`src/rtl/uart_pkg.sv`:
```
// uart_pkg: shared types and constants for the UART blocks.
//   tx_state_t     - transmitter frame states
//   STOP_MODE_*    - encodings of the stop-bit mode input
//   DATA_BITS      - data bits per frame
//   data_bit_index - maps a data-bit counter to a word bit position
package uart_pkg;

  localparam int DATA_BITS = 8;

  // Stop-bit mode encodings. The STOP_MODE_ prefix keeps them apart from the
  // STOP_2 state name below.
  localparam logic [1:0] STOP_MODE_1   = 2'b00;
  localparam logic [1:0] STOP_MODE_1_5 = 2'b01;
  localparam logic [1:0] STOP_MODE_2   = 2'b10;

  typedef enum logic [2:0] {
    IDLE,
    START,
    DATA,
    PARITY,
    STOP,
    STOP_2
  } tx_state_t;

  // Converts the count of data bits already sent into the word bit to send.
  // LSB-first walks 0..7, MSB-first walks 7..0.
  function automatic logic [2:0] data_bit_index(input logic [3:0] bit_cnt,
                                                input logic       msb_first);
    logic [3:0] idx;
    idx = msb_first ? (4'(DATA_BITS - 1) - bit_cnt) : bit_cnt;
    return idx[2:0];
  endfunction

endpackage

```
`src/rtl/uart_bit_timer.sv`:
```
// uart_bit_timer: loadable down-counter that measures one bit period.
//   i_clk          - clock, rising edge
//   i_nrst         - asynchronous active-low reset
//   i_load         - load i_load_value this cycle (takes priority)
//   i_load_value   - value to load; a period lasts i_load_value+1 cycles
//   o_period_done  - high while the counter sits at zero
// The count holds at zero until reloaded, so a caller that reloads on every
// o_period_done sees it as a one-cycle pulse per period.
module uart_bit_timer #(
  parameter int WIDTH = 32
) (
  input  logic             i_clk,
  input  logic             i_nrst,
  input  logic             i_load,
  input  logic [WIDTH-1:0] i_load_value,
  output logic             o_period_done
);

  logic [WIDTH-1:0] count;

  // Count down towards zero; a load restarts the period.
  always_ff @(posedge i_clk or negedge i_nrst) begin
    if (!i_nrst) begin
      count <= '0;
    end else if (i_load) begin
      count <= i_load_value;
    end else if (count != '0) begin
      count <= count - 1'b1;
    end
  end

  assign o_period_done = (count == '0);

endmodule

```
`src/rtl/uart_tx.sv`:
```
// uart_tx: UART transmitter. Sends start bit, 8 data bits, even parity and
// 1 / 1.5 / 2 stop bits, each bit lasting the latched bit length L.
//   i_clk, i_nrst              - clock and asynchronous active-low reset
//   i_bit_length               - clocks per bit (0 behaves as 1)
//   i_hw_flow_control_enable   - when set, frames start only while i_cts=1
//   i_msb_first                - send bit 7 first when set
//   i_stop_bit_mode            - 00: 1 stop, 01: 1.5 stop, 10/11: 2 stop
//   i_tx_valid, i_tx_word      - word offered by the TX FIFO
//   o_tx_ready                 - word accepted this cycle if valid
//   o_tx_started               - pulse on the first start-bit cycle
//   o_tx_done                  - pulse in the first IDLE cycle after a frame
//   o_tx_busy                  - frame in progress
//   i_cts                      - clear-to-send from the peer
//   o_tx                       - registered serial output, idle high
module uart_tx
  import uart_pkg::*;
#(
  parameter int BIT_LEN_W = 32
) (
  input  logic                 i_clk,
  input  logic                 i_nrst,
  input  logic [BIT_LEN_W-1:0] i_bit_length,
  input  logic                 i_hw_flow_control_enable,
  input  logic                 i_msb_first,
  input  logic [1:0]           i_stop_bit_mode,
  input  logic                 i_tx_valid,
  input  logic [7:0]           i_tx_word,
  output logic                 o_tx_ready,
  output logic                 o_tx_started,
  output logic                 o_tx_done,
  output logic                 o_tx_busy,
  input  logic                 i_cts,
  output logic                 o_tx
);

  tx_state_t            state;
  tx_state_t            state_next;
  logic [3:0]           bit_cnt;
  logic [3:0]           bit_cnt_next;
  logic                 tx_next;
  logic                 started_next;
  logic                 done_next;

  logic [7:0]           word_q;
  logic                 parity_q;
  logic [BIT_LEN_W-1:0] len_q;
  logic                 msb_q;
  logic [1:0]           stop_q;

  logic                 accept;
  logic [BIT_LEN_W-1:0] eff_len;
  logic [BIT_LEN_W-1:0] half_raw;
  logic [BIT_LEN_W-1:0] half_len;
  logic                 timer_load;
  logic [BIT_LEN_W-1:0] timer_load_value;
  logic                 period_done;

  // Ready is gated by the reset input so it reads 0 while held in reset.
  assign o_tx_ready = i_nrst && (state == IDLE) &&
                      (i_hw_flow_control_enable ? i_cts : 1'b1);
  assign accept     = i_tx_valid && o_tx_ready;
  assign o_tx_busy  = (state != IDLE);

  assign eff_len  = (i_bit_length == '0) ? BIT_LEN_W'(1) : i_bit_length;
  assign half_raw = len_q >> 1;
  assign half_len = (half_raw == '0) ? BIT_LEN_W'(1) : half_raw;

  uart_bit_timer #(
    .WIDTH (BIT_LEN_W)
  ) u_bit_timer (
    .i_clk         (i_clk),
    .i_nrst        (i_nrst),
    .i_load        (timer_load),
    .i_load_value  (timer_load_value),
    .o_period_done (period_done)
  );

  // Frame sequencing. The serial line is registered, so each transition
  // computes the level of the bit being entered; the timer is reloaded at
  // every bit boundary so every bit lasts exactly L clocks.
  always_comb begin
    state_next       = state;
    bit_cnt_next     = bit_cnt;
    tx_next          = o_tx;
    started_next     = 1'b0;
    done_next        = 1'b0;
    timer_load       = 1'b0;
    timer_load_value = len_q - 1'b1;

    case (state)
      IDLE: begin
        tx_next = 1'b1;
        if (accept) begin
          state_next       = START;
          tx_next          = 1'b0;
          started_next     = 1'b1;
          timer_load       = 1'b1;
          timer_load_value = eff_len - 1'b1;
        end
      end

      START: begin
        if (period_done) begin
          state_next   = DATA;
          bit_cnt_next = 4'd0;
          tx_next      = word_q[data_bit_index(4'd0, msb_q)];
          timer_load   = 1'b1;
        end
      end

      DATA: begin
        if (period_done) begin
          timer_load = 1'b1;
          if (bit_cnt == 4'(DATA_BITS - 1)) begin
            state_next = PARITY;
            tx_next    = parity_q;
          end else begin
            bit_cnt_next = bit_cnt + 4'd1;
            tx_next      = word_q[data_bit_index(bit_cnt + 4'd1, msb_q)];
          end
        end
      end

      PARITY: begin
        if (period_done) begin
          state_next = STOP;
          tx_next    = 1'b1;
          timer_load = 1'b1;
        end
      end

      STOP: begin
        if (period_done) begin
          tx_next = 1'b1;
          if (stop_q == STOP_MODE_1) begin
            state_next = IDLE;
            done_next  = 1'b1;
          end else begin
            state_next = STOP_2;
            timer_load = 1'b1;
            if (stop_q == STOP_MODE_1_5) begin
              timer_load_value = half_len - 1'b1;
            end
          end
        end
      end

      STOP_2: begin
        if (period_done) begin
          state_next = IDLE;
          tx_next    = 1'b1;
          done_next  = 1'b1;
        end
      end

      default: begin
        state_next = IDLE;
        tx_next    = 1'b1;
      end
    endcase
  end

  // State, serial line and status pulses.
  always_ff @(posedge i_clk or negedge i_nrst) begin
    if (!i_nrst) begin
      state        <= IDLE;
      bit_cnt      <= 4'd0;
      o_tx         <= 1'b1;
      o_tx_started <= 1'b0;
      o_tx_done    <= 1'b0;
    end else begin
      state        <= state_next;
      bit_cnt      <= bit_cnt_next;
      o_tx         <= tx_next;
      o_tx_started <= started_next;
      o_tx_done    <= done_next;
    end
  end

  // Frame parameters are captured on accept so later input changes cannot
  // disturb a frame in flight. Mode 11 is folded into the 2-stop encoding.
  always_ff @(posedge i_clk or negedge i_nrst) begin
    if (!i_nrst) begin
      word_q   <= 8'd0;
      parity_q <= 1'b0;
      len_q    <= '0;
      msb_q    <= 1'b0;
      stop_q   <= STOP_MODE_1;
    end else if (accept) begin
      word_q   <= i_tx_word;
      parity_q <= ^i_tx_word;
      len_q    <= eff_len;
      msb_q    <= i_msb_first;
      stop_q   <= ((i_stop_bit_mode == STOP_MODE_1) ||
                   (i_stop_bit_mode == STOP_MODE_1_5)) ? i_stop_bit_mode
                                                       : STOP_MODE_2;
    end
  end

endmodule

```
`config.mk`:
```
export PLATFORM = sky130hd
export DESIGN_NAME = uart_tx
export DESIGN_NICKNAME = d
export VERILOG_FILES = /design/src/rtl/uart_pkg.sv /design/src/rtl/uart_bit_timer.sv /design/src/rtl/uart_tx.sv
export SDC_FILE = /design/constraint.sdc
export NUM_CORES = 1
export LEC_CHECK = 0
export CORE_UTILIZATION = 54
export DETAILED_ROUTE_END_ITERATION = 7
export PLACE_DENSITY_LB_ADDON = 0.08
export SLEW_MARGIN = 0
export SYNTH_ARGS = -nofsm -noshare
export SYNTH_HDL_FRONTEND = slang
export SYNTH_SLANG_ARGS = --single-unit
```
`constraint.sdc`:
```
create_clock -name i_clk -period 2.8 [get_ports i_clk]
set_input_delay 0.56 -clock i_clk [delete_from_list [all_inputs] [get_ports i_clk]]
set_output_delay 0.56 -clock i_clk [all_outputs]
set_load 0.005 [all_outputs]
```
[After elaboration in Yosys (flattened, before gate mapping)]
Index checks and enable logic that the tools add are counted.
Word-level totals
  bits of input ports: 48
  output and inout port bits: 5
  bits in registers: 86
  word-level logic and storage cells: 101
Cells by class
  eq/ne operators: 17
  multiplexer cells: 45
  reductions and logical operators: 20
  add/subtract/negate cells: 6
  magnitude comparators: 2
Operator list (number)
  32-bit two-way mux: 7
  32-bit logical NOT: 3
  32-bit by 1-bit subtractor with 32-bit output, second input constant: 3
  32-bit case mux with 2 select lines: 1
  32-bit nonzero test: 1
  31-bit by 1-bit subtractor with 32-bit output, second input constant: 1
  31-bit two-way mux: 1
  3-bit two-way mux: 10
  3-bit case mux with 6 select lines: 1
  2-bit inequality test, second input constant: 8
  1-bit two-way mux: 15
  4-bit two-way mux: 3
  3-bit by 4-bit < comparator with 1-bit output, second input constant: 2
  4-bit case mux with 2 select lines: 1
  8-bit parity: 1
  7-bit AND reduction: 1
  1-bit binary-select mux with 3-bit select: 2
  3-bit by 2-bit == test with 1-bit output, second input constant: 2
  3-bit == test, second input constant: 2
  3-bit OR reduction: 2
  4-bit by 1-bit adder with 4-bit output, second input constant: 1
  2-bit by 1-bit == test with 1-bit output, second input constant: 2
  4-bit by 3-bit == test with 1-bit output, second input constant: 1
  2-bit logical NOT: 2
  14 further kinds: 17

[Longest topological paths before layout]
Gate-level depths: netlist of the first run.
  depth in word-level cells: 8
  gate-level depth with buffers: 15
  gate-level depth less buffers: 12

[Cells and area by module]
A second synthesis of the first run with hierarchy kept.
Second synthesis, totals
  cell total of the unflattened synthesis: 868
  area, all modules: 6747.7 um^2
By module, submodules not included
  uart_tx: times used 1, cells each 659, seq. area each 1352.5 um^2, area each 4854.7 um^2
  uart_bit_timer: times used 1, cells each 209, seq. area each 800.8 um^2, area each 1893.1 um^2

[Worst setup path before layout of the first run]
OpenSTA, ideal clock, no wires.
  path type: input to register
  start: in i_bit_length[24]
  end: reg u_bit_timer.count[12]
  setup time: 121 ps
  slack: -1128 ps
  stages: 15
  path buffers: 3
  arrival: 3807 ps
  required time: 2679 ps
  cell sequence: buf_6 > or4_4 > or4_4 > or4_4 > buf_6 > nor4_4 > nor2_1 > ha_1 > nand3_1 > clkbuf_1 > nor2_1 > xor2_1 > o21ai_0 > o21ai_0 > o22a_1
Between the ends
  cells in the longest elaborated chain, start to end: 6
Ends and longest elaborated chain
  start, declared: line uart_tx.sv:22  | input logic [BIT_LEN_W-1:0] i_bit_length,
  32-bit logical NOT: line uart_tx.sv:64  | assign eff_len = (i_bit_length == '0) ? BIT_LEN_W'(1) : i_bit_length;
  32-bit two-way mux: line uart_tx.sv:64
  32-bit by 1-bit subtractor with 32-bit output: line uart_tx.sv:98  | timer_load_value = eff_len - 1'b1;
  32-bit two-way mux: line uart_tx.sv:93  | if (accept) begin
  32-bit case mux with 2 select lines: line uart_tx.sv:90  | case (state)
  32-bit two-way mux: line uart_bit_timer.sv:25  | end else if (i_load) begin
  end signal, assigned: line uart_bit_timer.sv:26  | count <= i_load_value;
  end signal, assigned: line uart_bit_timer.sv:28  | count <= count - 1'b1;
  end, declared: line uart_bit_timer.sv:19  | logic [WIDTH-1:0] count;
No other way between the ends.
A chain may end at the register's enable or synchronous reset.

[Worst setup path in the final report of the first run]
  start: in i_bit_length[24]
  end: reg u_bit_timer.count[16]
Same word-level chain as after synthesis.

==> run_results.csv, run 1 <==
group,metric,value,unit
setup_path,path_class,"input port to flop",
synth,synth_top_area_share,0.315,
place,place_hpwl,19300,um
grt,antenna_found_initial,0,
floorplan,rows,40,
grt,grt_usage,0.394,
pwr,powerDensity,843,nW/um2
grt,grt_max_degree,47,
setup_path,startpoint_type,"input port",
floorplan,die_w,114,um
pwr,cellLeakagePower,3.84,nW
floorplan,dieArea,13000,um2
clock_tree,clkLatencyLatePin,0.36,ns
floorplan,initial_core_util,0.558,
timing,layout_setup_ws,-0.602,ns
floorplan,io_pins,53,
synth,yosys_register_bits,86,
setup_path,arrival,3.69,ns
routing,wl_per_cell,20.6,um
timing,slew_viol_final,0,
flow_run,cap_viol_max_count,0,
finish,final_nets,1099,
timing,max_freq,0.294,GHz
pwr,finalPower,7.67,mW
finish,fillers,948,
place,gp_congestion,0.982,
timing,worst_slew_pin_slew,0.597,ns
clock_tree,cts.path.max_buffers,2,
timing,finalClockSkew,0.0110,ns
floorplan,core,12100,um2
timing,setup_viol,20,
pwr,ir_drop,636,uV
timing,finalCriticalPeriod,3.40,ns
finish,layout-drive-gt1-share,0.238,
grt,grt_overflow_total,0,
timing,whs,0.303,ns
grt,grt_pass1_wl,38200,um
synth,synthArstFlopShare,1.00,
floorplan,die_h,114,um
clock_tree,clkTransAtPathRegs,0.06,ns
clock_tree,numCtsBuffers,9,
synth,synth_seq_area_share,0.318,
timing,hold_viol_final,0,
place,place_inst,1199,
clock_tree,clock-sinks,86,
routing,antenna_left,0,
timing,rsz0062_at_grt,"yes",
min_path,holdCritPathClass,"input port to asynchronous set/reset pin",
finish,fin_cells,1219,
timing,relSlewSlack,0.602,
finish,final-seq-area,2150,um2
clock_tree,cts_tree,"built",
finish,n_antenna_cell,0,
timing,period_share,1.22,
synth,syn_inst,874,
place,postPlaceCellArea,8560,um2
synth,syn_avg_cell_area,7.74,um2
outcome,violations,"setup timing",
synth,synthDistinctLibCells,70,
finish,area_delta_synth_final,34.6,%
setup_path,end_kind,"flop",
synth,synthFlopType,"dfrtp_1",
clock_tree,cts.root.buffer_cell,"clkbuf_16",
routing,drc_errors,0,
routing,drt_wl_total,25100,um
synth,yosysTopAreaCell,"dfrtp_1",
synth,synth_warnings,0,
routing,via_count,7594,
outcome,status,"finished with violations",
setup_path,critPathMaxFanout,5,
routing,drt_pass1_iterations,6,
finish,postLayoutCellArea,9100,um2
place,io_buffers,52,
grt,grt_pass1_vias,7038,
finish,multiInputGateArea,4560,um2
routing,drt_iter0_drc,861,
routing,vias_per_cell,6.23,
synth,synthTopCellsByArea,"dfrtp_1 (31%), nand2_1 (9.7%), xnor2_1 (7.8%)",
setup_path,critPathRequiredTime,3.09,ns
synth,mappedNetlistNets,927,
clock_tree,h-tree-depth,3,
synth,synth_edf_count,0,
place,pre_cts_ws,-1.24,ns
synth,synth_area,6760,um2
==> final cells by class <==
| class | instances | share of cell area |
|---|---|---|
| clock buffers | 11 | 0.0267 |
| inverters | 14 | 0.00577 |
| flip-flops and latches | 86 | 0.237 |
| well taps | 168 | 0.0231 |
| repair buffers | 220 | 0.201 |
| multi-input cells | 715 | 0.501 |
| clock inverters | 5 | 0.00660 |
==> path summary, 6_finish.rpt <==
check / from / to / slack, ns / depth (start not counted)
worst max register to register: u_bit_timer.count[22] / u_bit_timer.count[3] / 0 / 8
worst max-delay path: i_bit_length[24] / u_bit_timer.count[16] / -0.60 / 14
min in group i_clk: word_q[2] / word_q[2] / 0.48 / 2
max in group asynchronous: i_nrst / len_q[13] / 1.48 / 3
worst min-delay path: i_nrst / stop_q[1] / 0.30 / 2
worst min register to register: word_q[2] / word_q[2] / 0.48 / 2
==> registers in the layout, summed over array words and instances (netlist names), 2 cells and up <==
| signal | count |
|---|---|
| bit_cnt | 4 |
| stop_q | 2 |
| u_bit_timer.count | 32 |
| word_q | 8 |
| state | 3 |
| len_q | 32 |
==> cells by family (layout without fill, tap and decap cells) <==
group | Yosys count | after routing | share of synthesized area
AO/OA/AOI/OAI | 159 | 159 | 0.154
XOR/XNOR | 111 | 111 | 0.146
adder cells (fa/ha/maj) | 5 | 5 | 0.00925
buffers and inverters | 73 | 250 | 0.0435
flip-flops | 86 | 86 | 0.318
multiplexers | 8 | 8 | 0.0159
AND/OR/NAND/NOR | 432 | 432 | 0.313
==> cells in the final DEF (no fill, tap or decap), types with 7 or more instances in the layout <==
cell type / synthesis / layout
a21oi_1: 31 / 27
a31oi_1: 10 / 10
and3_1: 8 / 8
buf_4: 0 / 162
clkbuf_16: 0 / 9
clkdlybuf4s50_1: 0 / 43
dfrtp_1: 85 / 85
inv_1: 13 / 13
nand2_1: 175 / 173
nand3_1: 25 / 24
nand4_1: 11 / 11
nor2_1: 68 / 66
nor3_1: 42 / 37
nor4_1: 28 / 22
nor4_2: 2 / 7
o211ai_1: 7 / 7
o21ai_0: 40 / 27
o21ai_1: 1 / 13
o22ai_1: 14 / 13
or3_1: 18 / 17
or4_1: 16 / 12
or4_4: 3 / 7
xnor2_1: 60 / 58
xor2_1: 50 / 50
==> power by group <==
group,internal (mW),switching (mW)
clock,0.717,0.514
sequential,1.79,0.473
combinational,1.87,2.30
total,4.39,3.29
==> worst max-delay path, cell delays in order <==
cell and delay (ns):
buf_6 0.09, or4_4 0.54, or4_4 0.45, or4_4 0.56, nor4_4 0.34, nor2_4 0.08
ha_4 0.18, nand3_4 0.11, buf_12 0.14, nor3_4 0.04, xor2_1 0.16, o22ai_1 0.11
a32o_2 0.25, a21oi_2 0.09
==> synth_stat cells, types with 3 or more instances <==
library cell and n:
nor2b_1 3, and3_1 8, o211ai_1 7, ha_1 5, a32oi_1 3, nand4_1 11, nand2_1 175, nor3b_1 4
o41ai_1 4, o22ai_1 14, o21ai_0 40, dfrtp_1 85, buf_2 4, and2_1 3, or3_1 18, and4_1 3
nor3_1 42, nand3b_1 4, o31ai_1 6, or4_4 3, mux2i_1 4, inv_1 13, xor2_1 50, nor4_1 28
o221ai_1 5, nand2b_1 7, nand3_1 25, nor4b_1 3, or4_1 16, buf_1 5, a31oi_1 10, o2111ai_1 3
a211oi_1 7, o21a_1 4, nor2_1 68, a22oi_1 3, xnor2_1 60, a21oi_1 31, clkbuf_1 48
==> metal layers <==
metal	vias up	routed length, um	share of wire	GRT usage
met1	3600	10900	0.43	0.568
met4	0	714	0.028	0.139
met3	63	3000	0.12	0.100
met5	-	0	0	0
li1	3462	-	-	-
met2	469	10500	0.42	0.570
==> through the flow <==
stage | util | TNS (ns)
6_report | 0.751 | -8.32
5_1_grt | 0.751 | -10.70
4_1_cts | 0.742 | -7.06
3_5_place_dp | 0.707 | -28.06
3_3_place_gp | 0.707 | -26.27
2_1_floorplan | - | -12.22
==> what timing repair did <==
action                                  4_1_cts  5_1_grt
setup buffers                                 3        2
hold buffers                                  0        0
cloned                                        1        0
endpoints found under the hold margin         0        0
endpoints found under the setup margin       33       31
gates resized for setup                      49       29
pin swaps                                    24       28
Power figures use the tool's default switching activity.
==> run 2, diff against run 1 <==
Settings changed: MAX_ROUTING_LAYER set to met4, REMOVE_ABC_BUFFERS set to 1.
==> run_results.csv, run 2 (synthesized netlist as in run 1, its figures left out) <==
group,metric,value,unit
outcome,status,"finished with violations",
outcome,violations,"setup timing",
min_path,holdCritPathClass,"flop to flop",
routing,drc_errors,0,
pwr,powerDensity,841,nW/um2
timing,worst_slew_pin_slew,1.10,ns
grt,grt_overflow_total,0,
flow_run,cap_viol_max_count,0,
pwr,ir_drop,637,uV
routing,drt_wl_total,23900,um
floorplan,rows,40,
clock_tree,cts.path.max_buffers,2,
timing,layout_setup_ws,-0.528,ns
grt,antenna_found_initial,0,
timing,whs,0.481,ns
routing,vias_per_cell,6.14,
floorplan,die_w,114,um
grt,grt_usage,0.394,
grt,grt_max_degree,87,
routing,via_count,7383,
clock_tree,cts.root.buffer_cell,"clkbuf_16",
finish,final_common_cell,"nand2_1",
clock_tree,h-tree-depth,3,
pwr,power.net_switching,3.26,mW
setup_path,end_kind,"flop",
routing,antenna_left,0,
routing,drt_iter0_drc,893,
grt,grt_pass1_wl,37700,um
pwr,p_int,4.25,mW
routing,drt_pass1_iterations,8,
timing,relSlewSlack,0.267,
pwr,pwr-share-seq,0.305,
floorplan,initial_core_util,0.558,
timing,rsz0062_at_grt,"yes",
finish,reg_top3,"len_q x32, u_bit_timer.count x32, word_q x8",
place,io_buffers,52,
finish,area_delta_synth_final,31.9,%
timing,hold_viol_final,0,
clock_tree,cts_tree,"built",
place,place_hpwl,18400,um
timing,finalCriticalPeriod,3.33,ns
place,pre_cts_ws,-1.31,ns
place,gp_congestion,1.03,
setup_path,startpoint_type,"input port",
finish,layout-drive-gt1-share,0.220,
finish,n_antenna_cell,0,
clock_tree,numCtsBuffers,9,
pwr,cellLeakagePower,3.74,nW
routing,wl_per_cell,19.8,um
finish,postLayoutCellArea,8920,um2
setup_path,arrival,3.60,ns
pwr,p_sw_frac,0.434,
timing,finalClockSkew,0.00812,ns
setup_path,path_class,"input port to flop",
grt,grt_pass1_vias,7151,
floorplan,core,12100,um2
floorplan,dieArea,13000,um2
setup_path,critPathRequiredTime,3.07,ns
clock_tree,clkTransAtPathRegs,0.07,ns
timing,period_share,1.19,
pwr,p_clk_frac,0.154,
finish,final_cell_mix,"nand2_1 (174), buf_4 (148), dfrtp_1 (85)",
timing,max_freq,0.300,GHz
clock_tree,clkLatencyLatePin,0.35,ns
floorplan,die_h,114,um
floorplan,io_pins,53,
timing,setup_viol,21,
place,postPlaceCellArea,8400,um2
finish,final_nets,1083,
pwr,pwr-share-comb,0.541,
timing,slew_viol_final,0,
setup_path,critPathMaxFanout,6,
clock_tree,clock-sinks,86,
## run 2: critical path: stages
cell and delay, ns:
buf_6 0.09, or4_4 0.53, or4_4 0.45, or4_4 0.56, nor4_4 0.27, nor2_2 0.07
ha_2 0.21, nand3_4 0.09, buf_12 0.13, nor4_1 0.05, xor2_1 0.16, o21ai_1 0.08
a32o_1 0.23, a21oi_1 0.11
## run 2: metal layers
layer,global-route usage,routed length (um),up-vias
met5,-,0,-
met4,0.167,837,0
met3,0.0808,2390,68
met2,0.589,10500,395
met1,0.521,10200,3486
li1,-,-,3434
## run 2: through the flow
stage,setup TNS (ns),util,power (mW),instances
finish,-7.24,0.736,7.50,1203
global route,-9.41,0.736,7.96,1203
CTS,-7.68,0.727,7.33,1202
detailed placement,-29.35,0.693,6.14,1181
global placement,-28.15,0.693,6.01,1181
floorplan,-120.51,-,4.38,815
## run 2: timing repair
action,4_1_cts,5_1_grt
setup endpoints to repair,33,32
pin swaps,25,32
setup buffers,4,2
hold buffers,0,0
cloned,1,0
resized for setup,54,30
## run 2: path summary, 6_finish.rpt
| check | from | slack [ns] | cells past startpoint | to |
|---|---|---|---|---|
| worst min register to register | word_q[5] | 0.48 | 2 | word_q[5] |
| min in group asynchronous | i_nrst | 0.51 | 2 | word_q[5] |
| max in group asynchronous | i_nrst | 1.57 | 2 | len_q[27] |
| worst max register to register | len_q[9] | 0.03 | 9 | u_bit_timer.count[21] |
| worst max-delay path | i_bit_length[24] | -0.53 | 14 | u_bit_timer.count[22] |
| worst min-delay path | word_q[5] | 0.48 | 2 | word_q[5] |
## run 2: cell type report
class                      count  area, um2
multi-input combinational    715       4520
fill                         931       3190
sequential                    86       2150
timing repair buffer         204       1700
clock buffer                  10        229
tap                          168        210
inverter                      14       52.6
clock inverter                 6       48.8
## run 2: power groups by stage
stage / combinational (mW) / clock, mW / sequential [mW]
4_1_cts: 3.90 / 1.16 / 2.26
3_3_place_gp: 3.78 / 0 / 2.24
3_5_place_dp: 3.85 / 0 / 2.28
5_1_grt: 4.38 / 1.22 / 2.37
2_1_floorplan: 1.98 / 0 / 2.40
6_report: 4.06 / 1.16 / 2.29
==> run 3, diff against run 2 <==
Settings changed: ABC_CLOCK_PERIOD_IN_PS set to 2800, CAP_MARGIN set to 5.
==> results of run 3 <==
No change in the layout: final DEF, timing and power equal those of run 2.
==> variant (flow settings as in run 3) <==
Make the reset (`i_nrst`) synchronous in 3 clocked blocks. Comments in the files are not updated.
--- a/src/rtl/uart_bit_timer.sv
+++ b/src/rtl/uart_bit_timer.sv
@@ -19,7 +19,7 @@
   logic [WIDTH-1:0] count;
 
   // Count down towards zero; a load restarts the period.
-  always_ff @(posedge i_clk or negedge i_nrst) begin
+  always_ff @(posedge i_clk) begin
     if (!i_nrst) begin
       count <= '0;
     end else if (i_load) begin
--- a/src/rtl/uart_tx.sv
+++ b/src/rtl/uart_tx.sv
@@ -161,7 +161,7 @@
   end
 
   // State, serial line and status pulses.
-  always_ff @(posedge i_clk or negedge i_nrst) begin
+  always_ff @(posedge i_clk) begin
     if (!i_nrst) begin
       state        <= IDLE;
       bit_cnt      <= 4'd0;
@@ -179,7 +179,7 @@
 
   // Frame parameters are captured on accept so later input changes cannot
   // disturb a frame in flight. Mode 11 is folded into the 2-stop encoding.
-  always_ff @(posedge i_clk or negedge i_nrst) begin
+  always_ff @(posedge i_clk) begin
     if (!i_nrst) begin
       word_q   <= 8'd0;
       parity_q <= 1'b0;
Behaviour: differs if i_nrst is asserted again (counterexample within 4 cycles, from zero or initial values and one cycle with i_nrst low); with i_nrst held inactive, the same outputs for 4 cycles.
==> variant against run 3 <==
The run still ends with negative setup slack left. Register-to-register slack got worse by 0.16 ns. Global-route usage increased by 5.0 points. Power decreased by 34%. Setup slack improved by 0.23 ns. Area after synthesis decreased by 4.6%. Wire length increased by 14%. Sequential cell count unchanged. Cell area increased by 3.2%. Via count increased by 9.5%. Largest cell class unchanged.
==> variant: results (changes against run 3) <==
- Status: finished, violations left (unchanged)
- Failing checks: negative setup slack (unchanged)
- WL met1: 10400 um (was 10200 um)
- Largest net degree at the start of global routing: 28 (was 87)
- Met2 Track Usage GR: 65.2% (was 58.9%)
- VDD IR-drop max: 0.000368 V (was 0.000637 V)
- Hold Crit Class: reg -> reg (unchanged)
- Fraction of registers with async set/reset: 0% (was 100%)
- Sequential area share after synthesis: 26.7% (was 31.8%)
- Post-CTS setup buffer count: 16 (was 4)
- Number of global-route vias before repair: 7578 (was 7151)
- Pint: 3100 uW (was 4250 uW)
- Clock-pin slew on the worst setup and hold paths: 0.06 ns
- Top cells by count, synth: nand2_1 (141), dfxtp_1 (86), nor2_1 (79) (was nand2_1 (175), dfrtp_1 (85), nor2_1 (68))
- GP Congestion: 1.03 (about the same)
- Global-route met1 utilization: 58.1% (was 52.1%)
- Synth warn: 0 (unchanged)
- Detailed Route Iter0 Violations: 1244 (was 893)
- Total Routed Length: 27300 um (was 23900 um)
- Antenna cells: 0 (unchanged)
- DR WL met3: 3460 um (was 2390 um)
- Share of post-route cells with drive strength above 1: 28.5% (was 22.0%)
- Critical path peak fanout: 2 (was 6)
- First-pass DRT Iterations: 5 (was 8)
- GRT Util Overall: 44.4% (was 39.4%)
- Drt via density: 6.58 (was 6.14)
- Post-place instance area: 8310 um^2 (was 8400 um^2)
- Required @ worst endpoint: 3.04 ns (was 3.07 ns)
- Slew Viols, Final: 0 (unchanged)
- Synth area leaders: dfxtp_1 (27%), xnor2_1 (9.0%), nand2_1 (8.2%) (was dfrtp_1 (31%), nand2_1 (9.7%), xnor2_1 (7.8%))
- Setup Skew: 0.00762 ns (was 0.00812 ns)
- Fin cells: 1229 (was 1203)
- Worst stage delay on the critical path: 0.53 ns (was 0.56 ns)
- Finish-stage setup viols: 15 (was 21)
- Post-synthesis cell type count: 74 (was 70)
- Leak: 0.00369 uW (was 0.00374 uW)
- Initial antenna violation count: 0 (unchanged)
- Post_cts resized: 58 (was 54)
- H-Tree Depth: 3 (unchanged)
- EDFF count, synth: 0 (unchanged)
- CP top delay family: simple AND/OR/NAND/NOR gates (unchanged)
- M3 GR Usage: 7.60% (was 8.08%)
- Critical path's slowest cell: or4_4 (unchanged)
- Fin nets: 1135 (was 1083)
- CTS Buffer Depth: 2 (unchanged)
- Final worst slack: -0.300 ns (was -0.528 ns)
- Slew Limit Headroom: 54.7% (was 26.7%)
- Total met2 wirelength after detailed routing: 12100 um (was 10500 um)
- DP Worst Slack: -1.09 ns (was -1.31 ns)
- Post-Synthesis Cells: 873 (was 874)
- Worst-Skew Late Latency: 0.36 ns
- First-pass GRT wire length: 41100 um (was 37700 um)
- Total negative setup slack: -2.53 ns (was -7.24 ns)
- PortBufs: 52 (unchanged)
- Final HPWL DP: 19900 um (was 18400 um)
variant: changes by cell type in the layout (fill, tap and decap cells not counted), moves of 9 or more:
cell,delta
dfrtp_1,-85
a21oi_1,+39
buf_4,+41
nand2_1,-37
dfxtp_1,+86
o21ai_1,-9
variant: kinds of logic (layout without fill, tap and decap cells):
kind of cell	after synthesis	count (layout)	synth area share, %
compound gates	191	191	19.0
flops	86	86	26.7
fa+ha+maj	6	6	1.16
mux	6	6	1.36
simple gates	400	400	31.9
buf+inv	70	283	4.40
xor+xnor	114	114	15.5
variant: power by group through the flow:
stage	clock, uW	combinational, uW	sequential (uW)
detailed placement	0	1910	1510
CTS	1350	1960	1480
global route	1390	2240	1510
finish	1350	2130	1500
global placement	0	1880	1500
floorplan	0	1110	1510
variant: layout make-up:
| type | count | area [um^2] |
|---|---|---|
| multi-input combinational | 717 | 4820 |
| fill | 754 | 2310 |
| timing repair buffer | 253 | 2110 |
| sequential | 86 | 1720 |
| clock buffer | 10 | 239 |
| tap | 143 | 179 |
| clock inverter | 6 | 85.1 |
| inverter | 14 | 55.1 |
variant: final timing paths:
check | start | to | slack [ns] | depth (start not counted)
hold reg to reg | word_q[1] | word_q[1] | 0.45 | 2
setup reg to reg | len_q[21] | u_bit_timer.count[16] | -0.13 | 13
setup / recovery | i_bit_length[18] | u_bit_timer.count[3] | -0.30 | 15
hold / removal | word_q[1] | word_q[1] | 0.45 | 2
variant: worst reg2reg max path, delay by kind of cell (launching register included):
family                     cells  cell delay [ns]
AOI/OAI and AO/OA              3             0.58
DFF                            1             0.32
xor gates and xnor gates       1             0.15
adders and majority gates      1             0.23
and+or+nand+nor                6             1.18
buffers and inverters          2             0.37
